<file path="src/rtl/tank_pkg.sv">
// Shared tank types: movement directions, keypad bit positions and the
// enemy-driver FSM states.
package tank_pkg;

  typedef enum logic [1:0] {
    DIR_DOWN  = 2'd0,
    DIR_UP    = 2'd1,
    DIR_LEFT  = 2'd2,
    DIR_RIGHT = 2'd3
  } dir_t;

  localparam int KEY_DOWN  = 0;
  localparam int KEY_UP    = 1;
  localparam int KEY_LEFT  = 2;
  localparam int KEY_RIGHT = 3;

  typedef enum logic [1:0] {
    IDLE    = 2'd0,
    PICK    = 2'd1,
    DRIVE   = 2'd2,
    BLOCKED = 2'd3
  } drv_state_t;

  function automatic logic [3:0] dir_to_key(input dir_t d);
    logic [3:0] k;
    k = '0;
    case (d)
      DIR_DOWN:  k[KEY_DOWN]  = 1'b1;
      DIR_UP:    k[KEY_UP]    = 1'b1;
      DIR_LEFT:  k[KEY_LEFT]  = 1'b1;
      DIR_RIGHT: k[KEY_RIGHT] = 1'b1;
      default:   k = '0;
    endcase
    return k;
  endfunction

endpackage

</file>
<file path="src/rtl/lfsr16.sv">
// 16-bit Fibonacci LFSR, taps 16/14/13/11, free-running outside reset.
// A zero seed would lock the register, so it is replaced by 1.
module lfsr16 (
  input  logic        clk,
  input  logic        reset,
  input  logic [15:0] seed,
  output logic [15:0] q
);

  logic [15:0] q_reg;
  logic        feedback;

  assign feedback = q_reg[15] ^ q_reg[13] ^ q_reg[12] ^ q_reg[10];

  always_ff @(posedge clk) begin
    if (reset) begin
      q_reg <= (seed == 16'd0) ? 16'h0001 : seed;
    end else begin
      q_reg <= {q_reg[14:0], feedback};
    end
  end

  assign q = q_reg;

endmodule

</file>
<file path="src/rtl/enemy_tank_driver.sv">
// Frame-paced direction sequencer for one enemy tank: picks a pseudo-random
// direction, holds it for a number of frames, and backs off after a collision.
module enemy_tank_driver
  import tank_pkg::*;
#(
  parameter logic [15:0] SEED            = 16'hACE1,
  parameter int          MIN_HOLD_FRAMES = 16,
  parameter bit          RANDOM_HOLD     = 1'b1,
  parameter int          PAUSE_FRAMES    = 8
) (
  input  logic       clk,
  input  logic       reset,
  input  logic       startOfFrame,
  input  logic       enable,
  input  logic       tank_alive,
  input  logic       collision,
  output logic [3:0] keyOut,
  output logic [1:0] dir,
  output logic       moving
);

  localparam logic [7:0] MIN_HOLD   = 8'(MIN_HOLD_FRAMES);
  localparam logic [7:0] PAUSE_LOAD = 8'(PAUSE_FRAMES);

  logic [15:0] lfsr_q;
  logic [7:0]  lfsr_hi_unused;
  drv_state_t  state_reg, state_next;
  dir_t        dir_reg, dir_next, cand_dir;
  dir_t        blocked_dir_reg, blocked_dir_next;
  logic [3:0]  key_reg, key_next;
  logic        moving_reg;
  logic        blocked_valid_reg, blocked_valid_next;
  logic [7:0]  hold_cnt_reg, hold_cnt_next;
  logic [7:0]  pause_cnt_reg, pause_cnt_next;

  lfsr16 u_lfsr (
    .clk   (clk),
    .reset (reset),
    .seed  (SEED),
    .q     (lfsr_q)
  );

  assign lfsr_hi_unused = lfsr_q[15:8];
  assign cand_dir       = dir_t'(lfsr_q[1:0]);

  always_comb begin
    state_next         = state_reg;
    dir_next           = dir_reg;
    key_next           = key_reg;
    blocked_valid_next = blocked_valid_reg;
    blocked_dir_next   = blocked_dir_reg;
    hold_cnt_next      = hold_cnt_reg;
    pause_cnt_next     = pause_cnt_reg;

    // Losing enable or the tank overrides every other transition.
    if (!enable || !tank_alive) begin
      state_next         = IDLE;
      key_next           = '0;
      blocked_valid_next = 1'b0;
    end else begin
      case (state_reg)
        IDLE: begin
          key_next   = '0;
          state_next = PICK;
        end
        PICK: begin
          dir_next = (blocked_valid_reg && (cand_dir == blocked_dir_reg))
                   ? dir_t'(lfsr_q[1:0] + 2'd1) : cand_dir;
          hold_cnt_next      = MIN_HOLD + (RANDOM_HOLD ? {2'b00, lfsr_q[7:2]} : 8'd0);
          blocked_valid_next = 1'b0;
          key_next           = dir_to_key(dir_next);
          state_next         = DRIVE;
        end
        DRIVE: begin
          if (collision) begin
            state_next         = BLOCKED;
            blocked_dir_next   = dir_reg;
            blocked_valid_next = 1'b1;
            key_next           = '0;
            pause_cnt_next     = PAUSE_LOAD;
          end else if (startOfFrame) begin
            if (hold_cnt_reg <= 8'd1) begin
              key_next   = '0;
              state_next = PICK;
            end else begin
              hold_cnt_next = hold_cnt_reg - 8'd1;
            end
          end
        end
        BLOCKED: begin
          key_next = '0;
          if (startOfFrame) begin
            if (pause_cnt_reg <= 8'd1) begin
              state_next = PICK;
            end else begin
              pause_cnt_next = pause_cnt_reg - 8'd1;
            end
          end
        end
        default: begin
          state_next = IDLE;
          key_next   = '0;
        end
      endcase
    end
  end

  always_ff @(posedge clk) begin
    if (reset) begin
      state_reg         <= IDLE;
      dir_reg           <= DIR_DOWN;
      key_reg           <= '0;
      moving_reg        <= 1'b0;
      blocked_valid_reg <= 1'b0;
      blocked_dir_reg   <= DIR_DOWN;
      hold_cnt_reg      <= '0;
      pause_cnt_reg     <= '0;
    end else begin
      state_reg         <= state_next;
      dir_reg           <= dir_next;
      key_reg           <= key_next;
      moving_reg        <= |key_next;
      blocked_valid_reg <= blocked_valid_next;
      blocked_dir_reg   <= blocked_dir_next;
      hold_cnt_reg      <= hold_cnt_next;
      pause_cnt_reg     <= pause_cnt_next;
    end
  end

  assign keyOut = key_reg;
  assign dir    = dir_reg;
  assign moving = moving_reg;

endmodule

</file>
<file path="config.mk">
export PLATFORM = sky130hd
export DESIGN_NAME = enemy_tank_driver
export DESIGN_NICKNAME = d
export VERILOG_FILES = /design/src/rtl/tank_pkg.sv /design/src/rtl/lfsr16.sv /design/src/rtl/enemy_tank_driver.sv
export SDC_FILE = /design/constraint.sdc
export NUM_CORES = 1
export LEC_CHECK = 0
export CAP_MARGIN = 20
export CORE_ASPECT_RATIO = 1.25
export CORE_UTILIZATION = 60
export CTS_CLUSTER_DIAMETER = 60
export DETAILED_ROUTE_END_ITERATION = 8
export DONT_BUFFER_PORTS = 1
export HOLD_SLACK_MARGIN = 0.05
export PLACE_DENSITY = 0.74
export SYNTH_ARGS = -nofsm -noshare
export SYNTH_HDL_FRONTEND = slang
export SYNTH_HIERARCHICAL = 1
export SYNTH_SLANG_ARGS = --single-unit
</file>
<file path="constraint.sdc">
create_clock -name clk -period 2.8 [get_ports clk]
set_input_delay 0.56 -clock clk [delete_from_list [all_inputs] [get_ports clk]]
set_output_delay 0.56 -clock clk [all_outputs]
set_load 0.02 [all_outputs]
</file>
==> results_dict.tcl, run 1 <==
set metrics [dict create \
    grt_pass1_vias 1716 \
    ys_warn_count 6 \
    holdWs_ns 0.3324 \
    worst_setup_path_end_kind "flop" \
    powerDensity_nw_per_um2 504.6 \
    wirelength_um 3912 \
    cts.clk_slew.worst_paths_ns 0.08 \
    clk_latency_ns 0.29 \
    dieArea_um2 3995 \
    max_freq_ghz 0.4472 \
    routedWlPerCell_um 12.62 \
    critPathCapture "pause_cnt_reg[6]" \
    crit_slowest_cell "or4_2" \
    stdcell_area_um2 2485 \
    crit_family "simple AND/OR/NAND/NOR gates" \
    drc 0 \
    async_flop_share 0 \
    htreeDepth 2 \
    rr_startpoint "state_reg[0]" \
    ys_seq_area_frac 0.3920 \
    dieWidth_um 56.74 \
    rsz0062_at_grt "false" \
    track_usage 0.2173 \
    tns_ns 0 \
    dominantRegCellSynth "dfxtp_1" \
    skew_ns 0.005394 \
    numPlacedInstances 302 \
    grt_pass1_wl_um 6989 \
    path_cells "inv_1 > ha_1 > and2b_1 > or2_2 > o21a_1 > or4_2 > a21oi_1" \
    core_um2 3543 \
    finalHoldViolCount 0 \
    place_area_um2 2377 \
    hold_path.class "input port to flop" \
    finalWeightedCongestion 0.7885 \
    grt_max_degree 38 \
    ant_nets 0 \
    crit_start "state_reg[0]" \
    synth_edf_count 0 \
    root_buffer "clkbuf_8" \
    rr_endpoint "pause_cnt_reg[6]" \
    nFillCells 294 \
    die_h_um 70.42 \
    fin_util 0.7013 \
    dp_hpwl_um 2889 \
    syn_area_per_cell_um2 9.442 \
    viasPerCell 5.574 \
    syn2layout_area_growth_pct 10.58 \
    arrival_ns 2.46 \
    grt-ovfl-total 0 \
    mostFrequentLayoutCell "dfxtp_1" \
    cp_num_buf_inv 1 \
    firstDrtPassIters 4 \
    cp-start-kind "flop" \
    holdBufCountCts 0 \
    yosys_register_bits 44 \
    worstMarginPinSlew_ns 0.6372 \
    yosysTopAreaCell "dfxtp_1" \
    vias 1728 \
    io_pins 13 \
    drv_cap 0 \
    post_cts_buffers 0 \
    required_ns 3.02 \
    r2r_slack_ns 0.56 \
    ys_types 54 \
    largest_reg_flops 16 \
    min_period_over_period 0.7986 \
    slew_headroom 0.5713 \
    status "complete, no violations" \
    n_antenna_cell 0 \
    critPathKind "flop to flop" \
    portBuffers 0 \
    cts_buffers 5 \
    antenna_found_initial 0 \
    cts_tree "done" \
    fin_cells 310 \
    peakVddDrop_uv 332.1 \
    ctsResizeCount 0 \
    nets 285 \
    cp_num_cells 7 \
    crit_path_max_incr_delay_ns 0.55 \
    cts.sinks 44 \
    final_cell_mix "dfxtp_1, conb_1, a21oi_1, nor2_1, o21ai_0" \
    start_util 0.6342 \
    drtIter0Drc 54 \
    p_leak_nw 1.045 \
    path_max_fanout 9 \
    drive_gt1_frac 0.1587 \
    period_needed_ns 2.236 \
    synth.area.top_cells "dfxtp_1, mux2_4, ha_1" \
    rows 24 \
    post-synth-top-area-fraction 0.3920 \
    synthCells 238 \
    maxSlewViolCount 0 \
    ff2ff_path_depth 7 \
    clockBufferDepth 2 \
    syn_area_um2 2247 \
    setup_viol 0 \
]
[worst min-delay path by stage]
| stage | startpoint | end | slack [ns] | cells after the start |
|---|---|---|---|---|
| final | reset | dir[1] | 0.33 | 1 |
| after detailed placement | u_lfsr/q[14] | u_lfsr/q[15] | 0.45 | 1 |
| after CTS | reset | hold_cnt_reg[0] | 0.32 | 1 |
| after global placement | u_lfsr/q[14] | u_lfsr/q[15] | 0.44 | 1 |
| after floorplan | u_lfsr/q[14] | u_lfsr/q[15] | 0.43 | 1 |
| after global routing | reset | hold_cnt_reg[0] | 0.31 | 1 |
[cell families (layout without fill, tap and decap cells)]
logic type	Yosys count	in the layout	synth area share
other cells	2	32	0.003342
buf+inv	19	22	0.04231
fa+ha+maj	9	9	0.05011
compound gates	55	55	0.1587
flops	44	44	0.3920
xor+xnor	5	5	0.01949
mux	22	22	0.1208
simple gates	82	82	0.2133
[metrics by stage]
stage	power [W]	setup WS, ns
floorplan	0.0007904	0.5974
global placement	0.0007962	0.6321
detailed placement	0.0007997	0.5958
CTS	0.001269	0.5659
global route	0.001313	0.3973
finish	0.001254	0.5640
[per-layer routing]
| metal | global-route usage | part of all wire | vias to the layer above |
|---|---|---|---|
| met5 | 0 | 0 | - |
| met4 | 0.06775 | 0.0064 | 0 |
| met3 | 0.05741 | 0.026 | 2 |
| met2 | 0.4061 | 0.50 | 15 |
| met1 | 0.2334 | 0.47 | 819 |
| li1 | - | - | 892 |
[worst reg2reg max path, delay by kind of cell (launching register included)]
| family | cells | cell delay (ns) |
|---|---|---|
| simple gates | 3 | 1.07 |
| compound gates | 2 | 0.42 |
| flops | 1 | 0.39 |
| fa+ha+maj | 1 | 0.23 |
| buf+inv | 1 | 0.07 |
[where the power goes]
group	leakage (nW)	internal (W)	total (W)	switching, W
registers	0.361	0.000656	0.000680	0.0000237
clock network	0.0552	0.000265	0.000469	0.000204
logic	0.629	0.0000624	0.000106	0.0000433
[final cells by class]
cell class	instances	area, µm²	share of cell area
clock inverters	2	35.03	0.01410
multi-input cells	205	1384	0.5569
flip-flops and latches	44	880.8	0.3545
well taps	39	48.80	0.01964
clock buffers	6	72.57	0.02920
inverters	11	41.29	0.01662
repair buffers	3	22.52	0.009063
[Yosys cell counts (3+ instances only)]
cell	n
mux2_4	8
inv_1	11
nor2_1	16
ha_1	9
or3_1	4
nand3_1	3
nand2_1	13
nand2b_1	7
or2_2	5
mux2_2	9
xnor2_1	4
nor4_1	5
a21oi_1	20
o21ai_0	16
clkbuf_1	4
dfxtp_1	44
nor3_1	3
or3_2	3
mux2i_1	5
nor2b_1	5
nand4_1	3
(Power assumes the default switching activity.)
==> run 2, diff against run 1 <==
--- a/config.mk
+++ b/config.mk
@@ -7,12 +7,12 @@
 export LEC_CHECK = 0
 export CAP_MARGIN = 20
 export CORE_ASPECT_RATIO = 1.25
-export CORE_UTILIZATION = 60
+export CORE_UTILIZATION = 56
 export CTS_CLUSTER_DIAMETER = 60
 export DETAILED_ROUTE_END_ITERATION = 8
 export DONT_BUFFER_PORTS = 1
 export HOLD_SLACK_MARGIN = 0.05
-export PLACE_DENSITY = 0.74
+export PLACE_DENSITY = 0.72
 export SYNTH_ARGS = -nofsm -noshare
 export SYNTH_HDL_FRONTEND = slang
 export SYNTH_HIERARCHICAL = 1
==> constraint.sdc (replaced) <==
create_clock -name clk -period 2 [get_ports clk]
set_input_delay 0.4 -clock clk [delete_from_list [all_inputs] [get_ports clk]]
set_output_delay 0.4 -clock clk [all_outputs]
set_load 0.02 [all_outputs]
==> results_dict.tcl, run 2 (synthesis results as in run 1) <==
set metrics [dict create \
    path_cells "or4_4 > o41ai_4 > nand3_2 > or3_4 > a21oi_2" \
    viasPerCell 5.293 \
    worst_setup_path_end_kind "flop" \
    grt_pass1_vias 1658 \
    finalHoldViolCount 0 \
    start_util 0.5889 \
    grt_max_degree 38 \
    vias 1773 \
    dieWidth_um 58.66 \
    holdWs_ns 0.1614 \
    period_needed_ns 2.023 \
    dieArea_um2 4272 \
    min_period_over_period 1.011 \
    drv_cap 0 \
    grt-ovfl-total 0 \
    seqPwrFrac 0.570 \
    crit_slowest_cell "or4_4" \
    fin_util 0.6866 \
    largest_reg_flops 16 \
    hold_path.class "input port to flop" \
    nets 295 \
    drtIter0Drc 80 \
    holdBufCountCts 0 \
    power.share.clock 0.335 \
    grt_pass1_wl_um 6934 \
    internal_power_w 0.001293 \
    antenna_found_initial 0 \
    m1WireLength_um 1866 \
    peakVddDrop_uv 613.0 \
    required_ns 2.24 \
    clockBufferDepth 2 \
    p_leak_nw 1.081 \
    critPathKind "flop to flop" \
    rsz0062_at_grt "true" \
    cp_num_buf_inv 0 \
    routedWlPerCell_um 12.45 \
    dp_hpwl_um 2945 \
    cp-start-kind "flop" \
    n_antenna_cell 0 \
    die_h_um 72.83 \
    routed.top_layer "met4" \
    drc 0 \
    place_area_um2 2470 \
    path_max_fanout 5 \
    setup_viol 1 \
    core_um2 3816 \
    finalWeightedCongestion 0.8237 \
    arrival_ns 2.26 \
    tns_ns -0.02275 \
    comb_power_share 0.094 \
    htreeDepth 2 \
    cts.clk_slew.worst_paths_ns 0.08 \
    root_buffer "clkbuf_8" \
    final_cell_mix "dfxtp_1, conb_1, a21oi_1, o21ai_0, nor2_1" \
    crit_path_max_incr_delay_ns 0.57 \
    setup_slack_ns -0.02275 \
    cts_tree "done" \
    max_freq_ghz 0.4944 \
    track_usage 0.2148 \
    cts.sinks 44 \
    wirelength_um 4170 \
    firstDrtPassIters 4 \
    switching_share 0.2239 \
    mostFrequentLayoutCell "dfxtp_1" \
    ant_nets 0 \
    maxSlewViolCount 0 \
    met3WireLength_um 129 \
    rows 25 \
    route.met2.wl_um 2095 \
    status "finished, violations left" \
    power.switching_w 0.0003730 \
    portBuffers 0 \
    syn2layout_area_growth_pct 16.59 \
    io_pins 13 \
    violations "setup timing" \
    clk_latency_ns 0.29 \
    skew_ns 0.005819 \
    drive_gt1_frac 0.2384 \
    stdcell_area_um2 2620 \
    fin_cells 335 \
    crit_family "simple AND/OR/NAND/NOR gates" \
    cts_buffers 5 \
    numPlacedInstances 326 \
    powerDensity_nw_per_um2 635.8 \
]
-- run 2: changes by cell type in the layout (fill, tap and decap cells not counted), sizes merged --
cell and delta:
clkinv -1, bufinv -1, clkbuf +2, buf +10
-- run 2: worst paths after layout --
path                                       start               to  slack (ns)  depth (start not counted)
worst max-delay path            pause_cnt_reg[2]     state_reg[1]       -0.02                          5
worst min-delay path                       reset  hold_cnt_reg[1]        0.16                          1
worst max register to register  pause_cnt_reg[2]     state_reg[1]       -0.02                          5
worst min register to register      u_lfsr/q[14]     u_lfsr/q[15]        0.46                          1
-- run 2: cell type report --
cell class	instances	area [µm²]
Multi-Input combinational cell	205	1435
Fill cell	347	1196
Sequential cell	44	888.4
Timing Repair Buffer	13	97.59
Clock buffer	8	90.09
Tap cell	54	67.56
Inverter	11	41.29
-- run 2: power groups by stage --
stage	registers, W	clock network (W)	logic (W)
2_1_floorplan	0.000962	0	0.000145
3_3_place_gp	0.000970	0	0.000151
3_5_place_dp	0.000971	0	0.000150
4_1_cts	0.000950	0.000579	0.000153
5_1_grt	0.000956	0.000617	0.000176
6_report	0.000950	0.000558	0.000157
-- run 2: layer usage --
layer  global-route usage  up-vias
li1                     -      904
met3              0.05142        7
met4               0.1032        0
met2               0.3768       18
met1               0.2416      844
met5                    0        -
-- run 2: through the flow --
stage          worst slack (ns)  power, W
2_1_floorplan           0.02189  0.001107
3_3_place_gp            0.01226  0.001121
3_5_place_dp           -0.04211  0.001121
4_1_cts                 0.01503  0.001683
5_1_grt                -0.08533  0.001748
6_report               -0.02275  0.001666
-- run 2: what timing repair did --
item                                    CTS  global route
endpoints found under the setup margin    1             9
setup buffers                             0             1
resized for setup                         2            15
pin swaps                                 0             1
==> run 3, diff against run 2 <==
--- a/config.mk
+++ b/config.mk
@@ -17,3 +17,4 @@
 export SYNTH_HDL_FRONTEND = slang
 export SYNTH_HIERARCHICAL = 1
 export SYNTH_SLANG_ARGS = --single-unit
+export TNS_END_PERCENT = 30
==> results_dict.tcl, run 3 (synthesis results as in run 1) <==
set metrics [dict create \
    largest_reg_flops 16 \
    path_max_fanout 3 \
    start_util 0.5889 \
    pre_cts_slack_ns -0.01801 \
    period_needed_ns 1.941 \
    setup_slack_ns 0.05938 \
    rsz0062_at_grt "true" \
    htreeDepth 2 \
    slew_headroom 0.6662 \
    drv_cap 0 \
    cts_tree "done" \
    gr-max-usage-layer "met2" \
    syn2layout_area_growth_pct 19.32 \
    arrival_ns 2.17 \
    p_leak_nw 1.112 \
    die_h_um 72.83 \
    grt_pass1_vias 1645 \
    clk_latency_ns 0.29 \
    grt_max_degree 38 \
    power.share.clock 0.396 \
    cp-start-kind "flop" \
    maxSlewViolCount 0 \
    grt.met3_usage 0.05674 \
    worst_setup_path_end_kind "flop" \
    internal_power_w 0.001452 \
    grt_pass1_wl_um 7265 \
    holdBufCountCts 0 \
    peakVddDrop_uv 547.9 \
    grtUsageMet1 0.2570 \
    viasPerCell 5.291 \
    dp_hpwl_um 3031 \
    powerDensity_nw_per_um2 687.1 \
    required_ns 2.23 \
    max_freq_ghz 0.5153 \
    place_area_um2 2492 \
    hold_depth 1 \
    clockBufferDepth 2 \
    drc 0 \
    routedWlPerCell_um 13.00 \
    finalHoldViolCount 0 \
    nFillCells 318 \
    grt-ovfl-total 0 \
    status "complete, no violations" \
    min_period_over_period 0.9703 \
    seqPwrFrac 0.516 \
    cts.sinks 44 \
    mostFrequentLayoutCell "dfxtp_1" \
    hold_path.class "input port to flop" \
    firstDrtPassIters 4 \
    power.switching_w 0.0003899 \
    dieWidth_um 58.66 \
    vias 1783 \
    n_antenna_cell 0 \
    cts.clk_slew.worst_paths_ns 0.08 \
    final_cell_mix "dfxtp_1, conb_1, a21oi_1, buf_4" \
    dieArea_um2 4272 \
    skew_ns 0.002949 \
    ant_nets 0 \
    comb_power_share 0.087 \
    setup_viol 0 \
    io_pins 13 \
    portBuffers 0 \
    drive_gt1_frac 0.2438 \
    core_um2 3816 \
    post_cts_buffers 0 \
    critPathKind "flop to flop" \
    tns_ns 0 \
    switching_share 0.2117 \
    stdcell_area_um2 2681 \
    wirelength_um 4380 \
    nets 297 \
    ff2ff_path_depth 6 \
    grtUsageMet2 0.3908 \
    antenna_found_initial 0 \
    finalWeightedCongestion 0.8543 \
    cts_buffers 5 \
    rows 25 \
    root_buffer "clkbuf_8" \
    drtIter0Drc 67 \
    track_usage 0.2247 \
    worstMarginPinSlew_ns 0.4994 \
]
[run 3: power groups by stage]
stage | clock, W | sequential, W | combinational, W
after floorplan | 0 | 0.000962 | 0.000145
after global placement | 0 | 0.000969 | 0.000152
after detailed placement | 0 | 0.000971 | 0.000154
after CTS | 0.000754 | 0.000952 | 0.000157
after global routing | 0.000794 | 0.000957 | 0.000178
final | 0.000730 | 0.000951 | 0.000161
[run 3: area by class of cell]
| class | instances | area, µm² | share of cell area |
|---|---|---|---|
| multi-input combinational | 205 | 1449 | 0.5404 |
| sequential | 44 | 884.6 | 0.3299 |
| timing repair buffer | 15 | 112.6 | 0.04200 |
| clock buffer | 7 | 96.34 | 0.03593 |
| tap | 54 | 67.56 | 0.02520 |
| inverter | 11 | 41.29 | 0.01540 |
| clock inverter | 1 | 30.03 | 0.01120 |
[run 3: routing by layer]
layer | share of wire | up-vias
met5 | 0 | -
met4 | 0.027 | 0
met3 | 0.035 | 14
met2 | 0.51 | 29
met1 | 0.42 | 833
li1 | - | 907
[run 3: final timing paths]
| check | from | to | slack, ns |
|---|---|---|---|
| max | hold_cnt_reg[4] | state_reg[1] | 0.06 |
| min reg2reg | u_lfsr/q[14] | u_lfsr/q[15] | 0.46 |
| max reg2reg | hold_cnt_reg[4] | state_reg[1] | 0.06 |
| min | reset | hold_cnt_reg[2] | 0.17 |
[run 3: repair_timing]
item                                    in CTS  in global routing
gates resized for setup                      2                 15
pin swaps                                    0                  2
endpoints found under the setup margin       2                  9
[run 3: critical path, cell delays in order (launching register included)]
cell     delay, ns
dfxtp_1       0.32
or4_4         0.56
o31ai_4       0.26
buf_4         0.14
nand3_2       0.07
or3_1         0.39
a21oi_2       0.13
[run 3: stage by stage]
stage	instances	hold WS, ns	power [W]	util
2_1_floorplan	268	0.4339	0.001107	-
3_3_place_gp	329	0.4407	0.001121	0.6531
3_5_place_dp	329	0.4451	0.001125	0.6531
4_1_cts	337	0.1546	0.001862	0.6892
5_1_grt	337	0.1478	0.001929	0.7026
6_report	337	0.1686	0.001842	0.7026
